==> src/rtl/fan_demux.sv <==
// Registered 1-to-LANES write demultiplexer: each lane keeps its last written value,
// and every write raises a one-cycle strobe for the lanes it touched.
module fan_demux #(
    parameter int                      SIGNAL_WIDTH = 8,
    parameter int                      SEL_WIDTH    = 3,
    parameter logic [SIGNAL_WIDTH-1:0] RESET_VALUE  = '0
) (
    input  logic                                      clk,
    input  logic                                      rst,
    input  logic                                      en,
    input  logic [1:0]                                mode,
    input  logic [SEL_WIDTH-1:0]                      selector,
    input  logic [SIGNAL_WIDTH-1:0]                   in,
    output logic [(2**SEL_WIDTH)*SIGNAL_WIDTH-1:0]    out,
    output logic [(2**SEL_WIDTH)-1:0]                 strobe,
    output logic [SEL_WIDTH-1:0]                      last_sel,
    output logic [7:0]                                wr_count
);

    localparam int LANES = 2**SEL_WIDTH;

    typedef enum logic [1:0] {
        MODE_HOLD  = 2'b00,
        MODE_CLEAR = 2'b01,
        MODE_BCAST = 2'b10,
        MODE_RSVD  = 2'b11
    } mode_e;

    logic [LANES-1:0][SIGNAL_WIDTH-1:0] lanes_q, lanes_d;
    logic [LANES-1:0]                   strobe_q, strobe_d;
    logic [SEL_WIDTH-1:0]               last_sel_q, last_sel_d;
    logic [7:0]                         wr_count_q, wr_count_d;

    // en is a plain write enable: every edge with en high is accepted, there is no backpressure.
    always_comb begin
        lanes_d    = lanes_q;
        strobe_d   = '0;
        last_sel_d = last_sel_q;
        wr_count_d = wr_count_q;
        if (en) begin
            last_sel_d = selector;
            wr_count_d = wr_count_q + 8'd1;
            case (mode_e'(mode))
                MODE_BCAST: begin
                    lanes_d  = {LANES{in}};
                    strobe_d = '1;
                end
                MODE_CLEAR: begin
                    lanes_d           = '0;
                    lanes_d[selector] = in;
                    strobe_d[selector] = 1'b1;
                end
                default: begin
                    lanes_d[selector]  = in;
                    strobe_d[selector] = 1'b1;
                end
            endcase
        end
    end

    always_ff @(posedge clk or posedge rst) begin
        if (rst) begin
            lanes_q    <= {LANES{RESET_VALUE}};
            strobe_q   <= '0;
            last_sel_q <= '0;
            wr_count_q <= '0;
        end else begin
            lanes_q    <= lanes_d;
            strobe_q   <= strobe_d;
            last_sel_q <= last_sel_d;
            wr_count_q <= wr_count_d;
        end
    end

    assign out      = lanes_q;
    assign strobe   = strobe_q;
    assign last_sel = last_sel_q;
    assign wr_count = wr_count_q;

endmodule
==> config.mk <==
export PLATFORM = sky130hd
export DESIGN_NAME = fan_demux
export DESIGN_NICKNAME = d
export VERILOG_FILES = /design/src/rtl/fan_demux.sv
export SDC_FILE = /design/constraint.sdc
export NUM_CORES = 1
export LEC_CHECK = 0
export BUFFER_PORTS_ARGS = -buffer_cell sky130_fd_sc_hd__buf_4
export CORE_MARGIN = 3
export CORE_UTILIZATION = 59
export CTS_CLUSTER_SIZE = 16
export DETAILED_ROUTE_END_ITERATION = 12
export GPL_TIMING_DRIVEN = 0
export PLACE_DENSITY = 0.9
export RECOVER_POWER = 25
export SETUP_SLACK_MARGIN = 0.05
export SLEW_MARGIN = 15
export SYNTH_ARGS = -nofsm -noshare
export SYNTH_HDL_FRONTEND = slang
export SYNTH_SLANG_ARGS = --single-unit
==> constraint.sdc <==
create_clock -name clk -period 4.55 [get_ports clk]
set_input_delay 0.455 -clock clk [delete_from_list [all_inputs] [get_ports clk]]
set_output_delay 0.455 -clock clk [all_outputs]
set_load 0.05 [all_outputs]
==> impl_metrics.toml <==
[run_status]
status = "complete, no violations"

[critical_path]
r2r_cells = 2
cp-startpoint = "mode[0]"
worst-setup-path-type = "in2reg"
arrival_ns = 1.81
end_kind = "flop"
r2r_end = "wr_count[1]"
path_max_fanout = 10
worstReg2RegStart = "wr_count[0]"
r2r_slack_ns = 3.44
crit_required_ns = 4.78
critPathLaunchType = "primary input"

[die]
num_rows = 31
dieArea_um2 = 8770
fp.dieW_um = 93.6
initial_core_util_pct = 61.5
core_um2 = 7370
die_h_um = 93.6
pin_count = 99

[synth]
ys_async_sr_fraction_pct = 100
synth.cell_area_um2 = 4530
syn_nets = 323
ys_types = 32
synthCells = 304
synth_edf_count = 0
avgSynthCellArea_um2 = 14.9
yosysTopAreaCell = "dfrtp_1"
synth_ff_type = "dfrtp_1"
netlist_top_cells_area = "dfrtp_1 46%, a2bb2oi_2 20%, mux2i_1 12%"
seq_area_frac_synth_pct = 45.8
ys_ff_latch = 83
yosysWarnings = 0
synth_top_area_share_pct = 45.8

[global_route]
overflow = 0
antenna_found_initial = 0
grt_pass1_vias = 3182
grt_usage_pct = 26.4
grt_max_degree = 64
grt_first_pass_wirelength_um = 17300

[timing]
maxSlewViolCount = 0
rsz0062_at_grt = "false"
hold_viol_final = 0
fin_crit_ns = 1.58
worst_pin_slew_ns = 0.973
finalSetupViolCount = 0
clock_skew_ns = 0.00191
post-route-period-util_pct = 34.7
slew_headroom_pct = 34.7
tns_ns = 0
max_freq_mhz = 634

[drt]
drt_wl_total_um = 11100
wl_per_cell_um = 21.6
viasPerCell = 6.03
firstDrtPassIters = 4
drc = 0
drt-initial-drc-count = 200
route.vias.total = 3091
ant_nets = 0

[hold_path]
hold_path.class = "in2async"

[pwr]
power_density_nw_per_um2 = 493
leakage_nw = 2.41
peakVddDrop_v = 0.000373

[clock_tree]
cts_hold_buf = 0
worst_skew_pair.late_latency_ns = 0.35
cts_resized = 0
numCtsBuffers = 9
cts_sinks = 83
path_clk_slew_ns = 0.09
cts_setup_buffers = 0
cts_tree = "built"
clockBufferDepth = 2
clock-root-buffer = "clkbuf_8"
cts.htree.levels = 3

[layout]
num-nets-final = 430
area_growth_pct = 22.5
final_area_um2 = 5550
multi_input_area_um2 = 2240
layout-drive-gt1-share_pct = 55.1
fillers = 490
finalNonFillerCells = 513
register_area_um2 = 2080
n_antenna_cell = 0

[run]
maxCapViolCount = 0

[placed_design]
dpl_cell_area_um2 = 5400
dp_cells = 499
io_buffer_count = 95
hpwlAfterDp_um = 7610
gp_congestion = 0.790
==> synth_stat cells (5+ instances only) <==
master	instances
buf_2	6
o21a_4	7
buf_6	10
buf_4	5
dfrtp_1	83
o21a_1	8
o21a_2	7
a2bb2oi_2	60
o21ai_0	6
mux2i_1	56
a21boi_4	9
==> cell usage in the layout (no fill, tap or decap), types with 4 or more instances in the layout <==
master     count
a21boi_4       9
a2bb2oi_1      4
a2bb2oi_2     60
buf_2          6
buf_4         99
buf_6         10
clkbuf_8       9
dfrtp_1       83
mux2_2         4
mux2i_1       56
nand4_1        4
o21a_1         8
o21a_2         7
o21a_4         7
o21ai_0        6
xnor2_1        4
==> cell families (layout without fill, tap and decap cells) <==
logic type               Yosys count  in the layout  share of synthesized area [%]
multiplexers                      60             60                           13.4
XOR/XNOR                           7              7                           1.35
flip-flops                        83             83                           45.8
buffers and inverters             28            138                           4.81
AND/OR/NAND/NOR                   18             18                           3.18
adder cells (fa/ha/maj)            3              3                          0.829
AO/OA/AOI/OAI                    105            105                           30.6
==> how the worst max path moves through the flow <==
stage / endpoint / slack [ns] / cells after the start
2_1_floorplan: asynchronous set/reset pin / 1.96 / 1
6_report: flop / 2.97 / 7
5_1_grt: flop / 2.93 / 7
4_1_cts: flop / 2.99 / 7
3_5_place_dp: flop / 2.61 / 7
3_3_place_gp: asynchronous set/reset pin / 1.04 / 2
==> critical path, stage by stage <==
cell and delay [ns]:
buf_4 0.09, inv_1 0.03, ha_1 0.38, buf_4 0.21
o21a_2 0.31, mux2i_1 0.25, a2bb2oi_2 0.09
==> stage by stage <==
step	hold slack, ns	power [mW]	setup slack (ns)	utilization, %
after global placement	0.459	2.27	1.04	72.8
final	0.266	2.74	2.97	75.3
after detailed placement	0.425	2.30	2.61	73.2
after global routing	0.298	2.85	2.93	75.3
after floorplan	0.673	1.93	1.96	-
after CTS	0.0415	2.74	2.99	75.3
==> metal layers <==
metal  share of wire (%)  global-route usage [%]
met1                  41                    33.7
met2                  51                    43.8
met3                 6.2                    6.36
met5                   0                       0
met4                 1.8                    9.63
==> cell type report <==
cell class / instances / area share, %
multi-input combinational: 193 / 40.3
tap: 99 / 2.23
timing repair buffer: 96 / 13.3
clock inverter: 5 / 0.563
clock buffer: 9 / 2.23
buffer: 23 / 3.58
sequential: 83 / 37.4
inverter: 5 / 0.361
==> power breakdown <==
part           switching, mW  internal [mW]  leakage, nW
Combinational          0.807          0.462         1.32
Clock                  0.262          0.191       0.0811
Sequential             0.134          0.883         1.00
No activity file was read; power rests on OpenSTA's default activity.
